[src/rtl/pwm_pkg.sv]
// Shared definitions for the dual-channel BCD PWM motor driver.
// Optional feature macro: PWM_SOFTSTART_EN (ramped shadow loading).
package pwm_pkg;

    localparam logic [1:0]  DIR_FWD        = 2'b10;
    localparam logic [1:0]  DIR_REV        = 2'b01;
    localparam logic [1:0]  DIR_STOP       = 2'b00;
    localparam logic [11:0] BCD_MAX        = 12'h999;
    localparam logic [11:0] SOFTSTART_STEP = 12'h050;

    typedef enum logic [1:0] {
        StIdle,
        StRun,
        StDead
    } ch_state_e;

    // True when every digit of a 3-digit BCD value is 0..9.
    function automatic logic bcd_valid(input logic [11:0] x);
        return (x[3:0] <= 4'd9) && (x[7:4] <= 4'd9) && (x[11:8] <= 4'd9);
    endfunction

    // Increment a 3-digit BCD value, wrapping 999 -> 000.
    function automatic logic [11:0] bcd_inc(input logic [11:0] x);
        logic [11:0] r;
        r = x;
        if (x == BCD_MAX) begin
            r = '0;
        end else if (x[3:0] != 4'd9) begin
            r[3:0] = x[3:0] + 4'd1;
        end else begin
            r[3:0] = 4'd0;
            if (x[7:4] != 4'd9) begin
                r[7:4] = x[7:4] + 4'd1;
            end else begin
                r[7:4]  = 4'd0;
                r[11:8] = x[11:8] + 4'd1;
            end
        end
        return r;
    endfunction

    function automatic logic [9:0] bcd_to_bin(input logic [11:0] x);
        return 10'(x[11:8]) * 10'd100 + 10'(x[7:4]) * 10'd10 + 10'(x[3:0]);
    endfunction

    function automatic logic [11:0] bin_to_bcd(input logic [9:0] b);
        return {4'(b / 10'd100), 4'((b / 10'd10) % 10'd10), 4'(b % 10'd10)};
    endfunction

endpackage

[src/rtl/pwm_channel.sv]
// One bridge channel: input registers, duty shadow, direction FSM with dead time,
// and the PWM compare. PWM_SOFTSTART_EN ramps the shadow toward the target.
module pwm_channel
    import pwm_pkg::*;
#(
    parameter int unsigned DEAD_CYCLES = 4
) (
    input  logic        clk,
    input  logic        rst,
    input  logic [11:0] count,
    input  logic        wrap,
    input  logic [11:0] duty,
    input  logic [1:0]  dir_req,
    output logic        pwm,
    output logic [1:0]  in_bridge,
    output logic        fault
);

    logic [11:0] duty_q;
    logic [1:0]  req_q;
    logic [11:0] shadow_q;
    logic [11:0] shadow_d;
    logic        fault_q;
    ch_state_e   state_q;
    logic [1:0]  dir_q;
    logic [7:0]  dead_q;
    logic        pwm_q;
    logic        req_valid;
    logic        cmp;

    assign req_valid = (req_q == DIR_FWD) || (req_q == DIR_REV);
    // Valid BCD operands compare correctly as plain binary.
    assign cmp       = (count < shadow_q);

    // Register the raw inputs once before any use.
    always_ff @(posedge clk) begin
        if (rst) begin
            duty_q <= 12'h000;
            req_q  <= DIR_STOP;
        end else begin
            duty_q <= duty;
            req_q  <= dir_req;
        end
    end

`ifdef PWM_SOFTSTART_EN
    localparam logic [10:0] STEP_BIN = 11'(bcd_to_bin(SOFTSTART_STEP));
    logic [10:0] ss_s;
    logic [10:0] ss_t;
    logic [10:0] ss_n;

    // Move at most one step toward the target, landing exactly on it.
    always_comb begin
        ss_s = {1'b0, bcd_to_bin(shadow_q)};
        ss_t = {1'b0, bcd_to_bin(duty_q)};
        ss_n = ss_t;
        if (ss_t > ss_s + STEP_BIN) begin
            ss_n = ss_s + STEP_BIN;
        end else if (ss_s > ss_t + STEP_BIN) begin
            ss_n = ss_s - STEP_BIN;
        end
        shadow_d = bin_to_bcd(ss_n[9:0]);
    end
`else
    assign shadow_d = duty_q;
`endif

    // Shadow duty updates only at the period wrap; a bad BCD target latches fault.
    always_ff @(posedge clk) begin
        if (rst) begin
            shadow_q <= 12'h000;
            fault_q  <= 1'b0;
        end else if (wrap) begin
            if (bcd_valid(duty_q)) begin
                shadow_q <= shadow_d;
            end else begin
                fault_q <= 1'b1;
            end
        end
    end

    // Direction FSM; outputs are registered from the state being entered.
    always_ff @(posedge clk) begin
        if (rst) begin
            state_q <= StIdle;
            dir_q   <= DIR_STOP;
            dead_q  <= 8'd0;
            pwm_q   <= 1'b0;
        end else begin
            unique case (state_q)
                StIdle: begin
                    if (req_valid) begin
                        state_q <= StRun;
                        dir_q   <= req_q;
                        pwm_q   <= cmp;
                    end else begin
                        dir_q <= DIR_STOP;
                        pwm_q <= 1'b0;
                    end
                end
                StRun: begin
                    if (!req_valid) begin
                        state_q <= StIdle;
                        dir_q   <= DIR_STOP;
                        pwm_q   <= 1'b0;
                    end else if (req_q != dir_q) begin
                        state_q <= StDead;
                        dead_q  <= 8'd0;
                        dir_q   <= DIR_STOP;
                        pwm_q   <= 1'b0;
                    end else begin
                        pwm_q <= cmp;
                    end
                end
                StDead: begin
                    if (!req_valid) begin
                        state_q <= StIdle;
                        dir_q   <= DIR_STOP;
                        pwm_q   <= 1'b0;
                    end else if (dead_q == 8'(DEAD_CYCLES - 1)) begin
                        // Resume with whichever valid direction is requested now.
                        state_q <= StRun;
                        dir_q   <= req_q;
                        pwm_q   <= cmp;
                    end else begin
                        dead_q <= dead_q + 8'd1;
                        dir_q  <= DIR_STOP;
                        pwm_q  <= 1'b0;
                    end
                end
                default: begin
                    state_q <= StIdle;
                    dir_q   <= DIR_STOP;
                    pwm_q   <= 1'b0;
                end
            endcase
        end
    end

    assign pwm       = pwm_q;
    assign in_bridge = dir_q;
    assign fault     = fault_q;

endmodule

[src/rtl/pwm_driver_motor.sv]
// Dual H-bridge PWM driver: shared prescaled 3-digit BCD counter and two
// independent channels. Optional feature macro: PWM_SOFTSTART_EN.
module pwm_driver_motor
    import pwm_pkg::*;
#(
    parameter int unsigned PRESCALE    = 1,
    parameter int unsigned DEAD_CYCLES = 4
) (
    input  logic        clk,
    input  logic        rst,
    input  logic [11:0] factor_dc_driverA,
    input  logic [11:0] factor_dc_driverB,
    input  logic [1:0]  directie_driverA,
    input  logic [1:0]  directie_driverB,
    output logic        pwm_A,
    output logic        pwm_B,
    output logic [1:0]  in_A,
    output logic [1:0]  in_B,
    output logic        period_tick,
    output logic        fault
);

    logic [15:0] pre_q;
    logic [11:0] cnt_q;
    logic        tick_q;
    logic        step;
    logic        wrap;
    logic        fault_a;
    logic        fault_b;

    assign step = (pre_q == 16'(PRESCALE - 1));
    assign wrap = step && (cnt_q == BCD_MAX);

    // Prescaler and BCD period counter; tick marks the first clock of a new period.
    always_ff @(posedge clk) begin
        if (rst) begin
            pre_q  <= 16'd0;
            cnt_q  <= 12'h000;
            tick_q <= 1'b0;
        end else begin
            pre_q  <= step ? 16'd0 : pre_q + 16'd1;
            tick_q <= wrap;
            if (step) begin
                cnt_q <= bcd_inc(cnt_q);
            end
        end
    end

    pwm_channel #(
        .DEAD_CYCLES(DEAD_CYCLES)
    ) u_ch_a (
        .clk      (clk),
        .rst      (rst),
        .count    (cnt_q),
        .wrap     (wrap),
        .duty     (factor_dc_driverA),
        .dir_req  (directie_driverA),
        .pwm      (pwm_A),
        .in_bridge(in_A),
        .fault    (fault_a)
    );

    pwm_channel #(
        .DEAD_CYCLES(DEAD_CYCLES)
    ) u_ch_b (
        .clk      (clk),
        .rst      (rst),
        .count    (cnt_q),
        .wrap     (wrap),
        .duty     (factor_dc_driverB),
        .dir_req  (directie_driverB),
        .pwm      (pwm_B),
        .in_bridge(in_B),
        .fault    (fault_b)
    );

    assign period_tick = tick_q;
    assign fault       = fault_a | fault_b;

endmodule

[config.mk]
export PLATFORM = sky130hd
export DESIGN_NAME = pwm_driver_motor
export DESIGN_NICKNAME = d
export VERILOG_FILES = /design/src/rtl/pwm_pkg.sv /design/src/rtl/pwm_channel.sv /design/src/rtl/pwm_driver_motor.sv
export SDC_FILE = /design/constraint.sdc
export NUM_CORES = 1
export LEC_CHECK = 0
export BUFFER_PORTS_ARGS = -buffer_cell sky130_fd_sc_hd__buf_2
export CAP_MARGIN = 30
export CORE_ASPECT_RATIO = 1.75
export CORE_UTILIZATION = 40
export CTS_CLUSTER_DIAMETER = 60
export DETAILED_ROUTE_END_ITERATION = 16
export GPL_TIMING_DRIVEN = 0
export PLACE_DENSITY = 0.56
export SLEW_MARGIN = 20
export SYNTH_ARGS = -nofsm -noshare
export SYNTH_HDL_FRONTEND = slang
export SYNTH_HIERARCHICAL = 1
export SYNTH_SLANG_ARGS = --single-unit
[constraint.sdc]
create_clock -name clk -period 2.4 [get_ports clk]
set_input_delay 0.12 -clock clk [delete_from_list [all_inputs] [get_ports clk]]
set_output_delay 0.12 -clock clk [all_outputs]
set_load 0.005 [all_outputs]
**After elaboration in Yosys (flattened, before gate mapping)**

Cells that the tools add are included.

- Input bits: 30
- Logic and storage cells: 143
- Flip-flop bits (word level): 109
- Output and inout bits: 8

- $lt $le $gt $ge: 8
- Bitwise logic cells: 3
- Reduce and logical (&&, ||, !) cells: 23
- Eq/ne operators: 31
- Add/subtract/negate cells: 6
- Muxes and demuxes: 51

Operators with widths:

| cell | count |
|---|---|
| $mux 8 | 9 |
| $mux 2 | 20 |
| $pmux 8 s2 | 2 |
| $le 4x4->1 const B | 6 |
| $lt 12x12->1 | 2 |
| $pmux 2 s3 | 4 |
| $add 16x1->16 const B | 1 |
| $add 8x1->8 const B | 2 |
| $eq 8x2->1 const B | 2 |
| $logic_not 16->1 | 1 |
| $ne 2x1->1 const B | 8 |
| $add 4x1->4 const B | 3 |
| $eq 12x12->1 const B | 1 |
| $mux 12 | 1 |
| $mux 4 | 3 |
| $ne 3x3->1 const B | 4 |
| $mux 1 | 10 |
| $reduce_and 2->1 | 5 |
| $reduce_and 5->1 | 2 |
| $reduce_and 3->1 | 3 |
| $eq 2x1->1 const B | 4 |
| $eq 2x2->1 const B | 4 |
| $ne 2x2->1 const B | 4 |
| $ne 4x4->1 const B | 2 |
| other kinds (9) | 19 |

**Depth between registers and ports, before layout**

- Depth in word-level cells: 5
- Depth in mapped cells: 10
- Depth with buffers taken out: 8

**By module**

Netlist, hierarchy kept.

Modules (own cells, without submodules):

| module | cells an instance | sequential area each (um^2) | area an instance (um^2) | times used |
|---|---|---|---|---|
| pwm_channel (u_ch_a) | 211 | 800.8 | 1959.4 | 1 |
| pwm_channel (u_ch_b) | 202 | 800.8 | 1873.0 | 1 |
| pwm_driver_motor | 170 | 580.6 | 1495.2 | 1 |

**Worst setup path before layout**

OpenSTA, ideal clock, no wires.

- Path kind: flip-flop to flip-flop
- Start point: register pre_q[0]
- End point: register u_ch_a.shadow_q[10]
- Period minus slack after synthesis: 2273 ps
- Library setup time: 128 ps
- Data required time: 2272 ps
- Buffers on the path: 2
- Stages on the path, launching flop included: 11
- Slack: 127 ps
- Arrival: 2146 ps
- Cell sequence: dfxtp_1 inv_1 ha_1 nor3b_1 nand4_2 clkbuf_1 nor3_1 nand4_1 buf_2 mux2i_1 nor2_1

- Longest elaborated chain between the ends: 3

RTL lines:

| item | RTL line | source |
|---|---|---|
| start, declared | pwm_driver_motor.sv:23 | `logic [15:0] pre_q;` |
| start signal, assigned | pwm_driver_motor.sv:41 | `pre_q <= step ? 16'd0 : pre_q + 16'd1;` |
| $logic_not 16->1 | pwm_driver_motor.sv:31 | `assign step = (pre_q == 16'(PRESCALE - 1));` |
| $logic_and 1x1->1 | pwm_driver_motor.sv:32 | `assign wrap = step && (cnt_q == BCD_MAX);` |
| net wrap | pwm_driver_motor.sv:27 | `logic wrap;` |
| $reduce_and 2->1 (no line) | - |  |
| end signal, assigned | pwm_channel.sv:75 | `shadow_q <= shadow_d;` |
| end, declared | pwm_channel.sv:21 | `logic [11:0] shadow_q;` |

The timed path passes the listed nets, and every way through them passes these cells.
A chain may end at the register's enable or synchronous reset.

**Worst setup path after layout**

- Start point: register cnt_q[4]
- End point: register u_ch_b.shadow_q[3]

- Longest elaborated chain between the ends: 3

RTL lines:

| item | RTL line | source |
|---|---|---|
| start, declared | pwm_driver_motor.sv:24 | `logic [11:0] cnt_q;` |
| start signal, assigned | pwm_driver_motor.sv:44 | `cnt_q <= bcd_inc(cnt_q);` |
| $eq 12x12->1 | pwm_driver_motor.sv:32 |  |
| $logic_and 1x1->1 | pwm_driver_motor.sv:32 |  |
| net wrap | pwm_driver_motor.sv:27 |  |
| $reduce_and 2->1 (no line) | - |  |
| end signal, assigned | pwm_channel.sv:75 |  |
| end, declared | pwm_channel.sv:21 |  |

The timed path passes the listed nets, and every way through them passes these cells.

==> impl_metrics.tcl <==
set metrics [dict create \
    status "finished clean" \
    drt_first_pass_iters 4 \
    avgSynthCellArea_um2 9.14 \
    vias 4295 \
    hpwl_um 8710 \
    crit_path_max_fanout 10 \
    die-area_um2 13800 \
    async_flop_share_pct 0 \
    antenna_cells 0 \
    post-route-period-util_pct 93.9 \
    max_slew_margin_pct 42.3 \
    maxSlewViolCount 0 \
    start_util_pct 41.2 \
    yosysUniqueCellTypes 48 \
    fin_hold_ws_ps 4.72 \
    synth.mux.area_fraction_pct 5.71 \
    hold_violations 0 \
    worstSetupStartpointType "flip-flop" \
    ir_worst_vdd_mv 0.409 \
    grt_use_total_pct 17.8 \
    grt_pass1_wl_um 19300 \
    cts-root-buf "clkbuf_16" \
    antenna_found_initial 0 \
    grt_setup_unrepaired "no" \
    worstSkewPairLatency_ps 340 \
    synth_xor_area_share_pct 4.11 \
    hold_depth 2 \
    cts_buffers 9 \
    final_cell_mix "dfxtp_1, nor2_1, inv_1, ha_1, buf_2" \
    finish.net_count 731 \
    row_count 55 \
    r2r-start "cnt_q[4]" \
    ys_seq_elements 109 \
    cts_buffer_depth 2 \
    drive_above_1_share_pct 11.9 \
    synth_compound_area_share_pct 10.2 \
    syn-num-nets 657 \
    synth_flop_cell "dfxtp_1" \
    synth-edff-count 0 \
    cts_tree "done" \
    final_common_cell "dfxtp_1" \
    path_clk_slew_ps 70 \
    ant_nets 0 \
    critPathRequiredTime_ps 2610 \
    min_to "u_ch_b/duty_q[0]" \
    syn_inst 583 \
    wl_per_cell_um 13.9 \
    fmax_ghz 0.444 \
    die_y_um 155 \
    p_per_area_nw_per_um2 617 \
    totalWireLength_um 11600 \
    vias_per_cell 5.16 \
    drc 0 \
    ctsHtreeMaxLevel 3 \
    grt_max_degree 18 \
    synth-simple-area-share_pct 24.4 \
    rrSetupSlack_ps 150 \
    synth-seq-area-share_pct 41.0 \
    finClkSkew_ps 7.74 \
    gp_congestion 0.812 \
    yosys_warnings 6 \
    syn-cell-area_um2 5330 \
    fp.coreArea_um2 12900 \
    total_power_w 0.00392 \
    maxCapViolCount 0 \
    first_iter_violations 92 \
    io_pins 38 \
    dieWidth_um 89.2 \
    crit_arrival_ps 2470 \
    r2r_end "u_ch_b/shadow_q[3]" \
    leakage_nw 2.66 \
    area_growth_pct 19.4 \
    synth_top_family_by_area "simple AND/OR/NAND/NOR gates" \
    fill_cells 1304 \
    min-delay-start "factor_dc_driverB[0]" \
    grt-ovfl-total 0 \
    worstSetupEndpointType "flip-flop" \
    worst-setup-path-type "reg -> reg" \
    cts.sinks 109 \
    grt_pass1_vias 4264 \
    reg2reg_depth 8 \
    synthAdderAreaFrac_pct 10.3 \
    worstMarginPinSlew_ps 857 \
    min_path_type "in -> reg" \
    post-route-min-period_ps 2250 \
    finalSetupViolCount 0 \
    tns_ps 0 \
    portBuffers 37 \
]
==> layer usage <==
metal / global-route usage (%) / part of all wire [%] / vias up
met2: 32.9 / 54 / 84
met3: 3.31 / 2.9 / 16
li1: - / - / 2174
met4: 7.11 / 2.0 / 0
met5: 0 / 0 / -
met1: 19.3 / 41 / 2021
==> critical path, cell delays in order (launching register included) <==
cell and delay (ps):
dfxtp_1 500, ha_1 220, and3b_1 290, nand2_2 160, nor3_4 290, nand4_1 200, buf_4 240, mux2i_1 170
nor2_1 50
==> registers in the layout, summed over array words and instances, names as in the netlist, 2 cells and up <==
name	count
u_ch_a/dead_q	8
u_ch_b/in_bridge	2
u_ch_a/req_q	2
u_ch_b/req_q	2
u_ch_a/state_q	2
u_ch_a/shadow_q	12
u_ch_b/duty_q	12
u_ch_a/duty_q	12
u_ch_b/dead_q	8
u_ch_b/shadow_q	12
u_ch_b/state_q	2
cnt_q	12
pre_q	16
u_ch_a/in_bridge	2
==> power breakdown <==
group | total [W] | switching, W | internal, W
logic | 0.000328 | 0.000179 | 0.000150
clock network | 0.00170 | 0.000653 | 0.00105
registers | 0.00190 | 0.0000418 | 0.00185
total | 0.00392 | 0.000874 | 0.00305
==> Yosys cell counts (all sizes together), types with 3 or more instances <==
cell type	n	area share, %
a22o	6	0.99
nor3	15	1.4
nand3	28	2.6
a31o	3	0.49
nand2b	4	0.47
buf	4	0.35
a21o	4	0.56
and3	8	0.94
clkbuf	12	0.85
nand2	18	1.3
mux2	3	0.63
and3b	3	0.49
nor2	61	4.3
o31ai	4	0.56
nor2b	34	4.0
nand4	19	2.3
or3	10	1.2
inv	45	3.2
xnor2	8	1.3
ha	44	10
a311oi	3	0.82
mux2i	27	5.1
o21ai	22	2.1
nor4	6	1.6
xor2	17	2.8
and2	5	0.59
or4	8	1.1
dfxtp	109	41
a21oi	31	2.9
==> repair_timing <==
| action | 4_1_cts | 5_1_grt |
|---|---|---|
| endpoints found under the hold margin | 22 | 1 |
| pin swaps | 1 | 3 |
| hold buffers | 22 | 1 |
| cloned | 0 | 0 |
| endpoints found under the setup margin | 24 | 20 |
| gates resized for setup | 6 | 5 |
| buffers inserted | 1 | 3 |
==> area by class of cell <==
cell class	instances	area (um2)	share of cell area (%)
multi-input cells	413	2930	46.1
well taps	171	214	3.36
repair buffers	64	445	7.00
inverters	45	169	2.66
plain buffers	15	68.8	1.08
clock buffers	10	239	3.76
flip-flops and latches	109	2180	34.3
clock inverters	6	110	1.73
==> cells by family after synthesis <==
| family | count (synthesis) |
|---|---|
| simple gates | 231 |
| mux | 30 |
| compound gates | 83 |
| flops | 109 |
| fa+ha+maj | 44 |
| xor+xnor | 25 |
| buf+inv | 61 |
==> worst max-delay path by stage <==
stage / slack, ps / from / endpoint / cells after the start
5_1_grt: 40 / cnt_q[4] / u_ch_b/shadow_q[9] / 8
4_1_cts: 20 / pre_q[0] / u_ch_b/shadow_q[3] / 10
2_1_floorplan: 130 / pre_q[0] / u_ch_a/shadow_q[10] / 10
3_3_place_gp: -560 / pre_q[0] / u_ch_b/shadow_q[1] / 10
3_5_place_dp: -580 / pre_q[0] / u_ch_b/shadow_q[3] / 10
6_report: 150 / cnt_q[4] / u_ch_b/shadow_q[3] / 8
==> stage by stage <==
stage	std cells	instance area, um2	util (%)	setup WS (ps)
2_1_floorplan	583	5330	-	127
3_3_place_gp	791	5730	44.3	-558
3_5_place_dp	791	5730	44.3	-579
4_1_cts	829	6320	48.9	23.8
5_1_grt	833	6360	49.2	35.9
6_report	833	6360	49.2	147
Note: power is estimated with default switching activity, not from simulation.
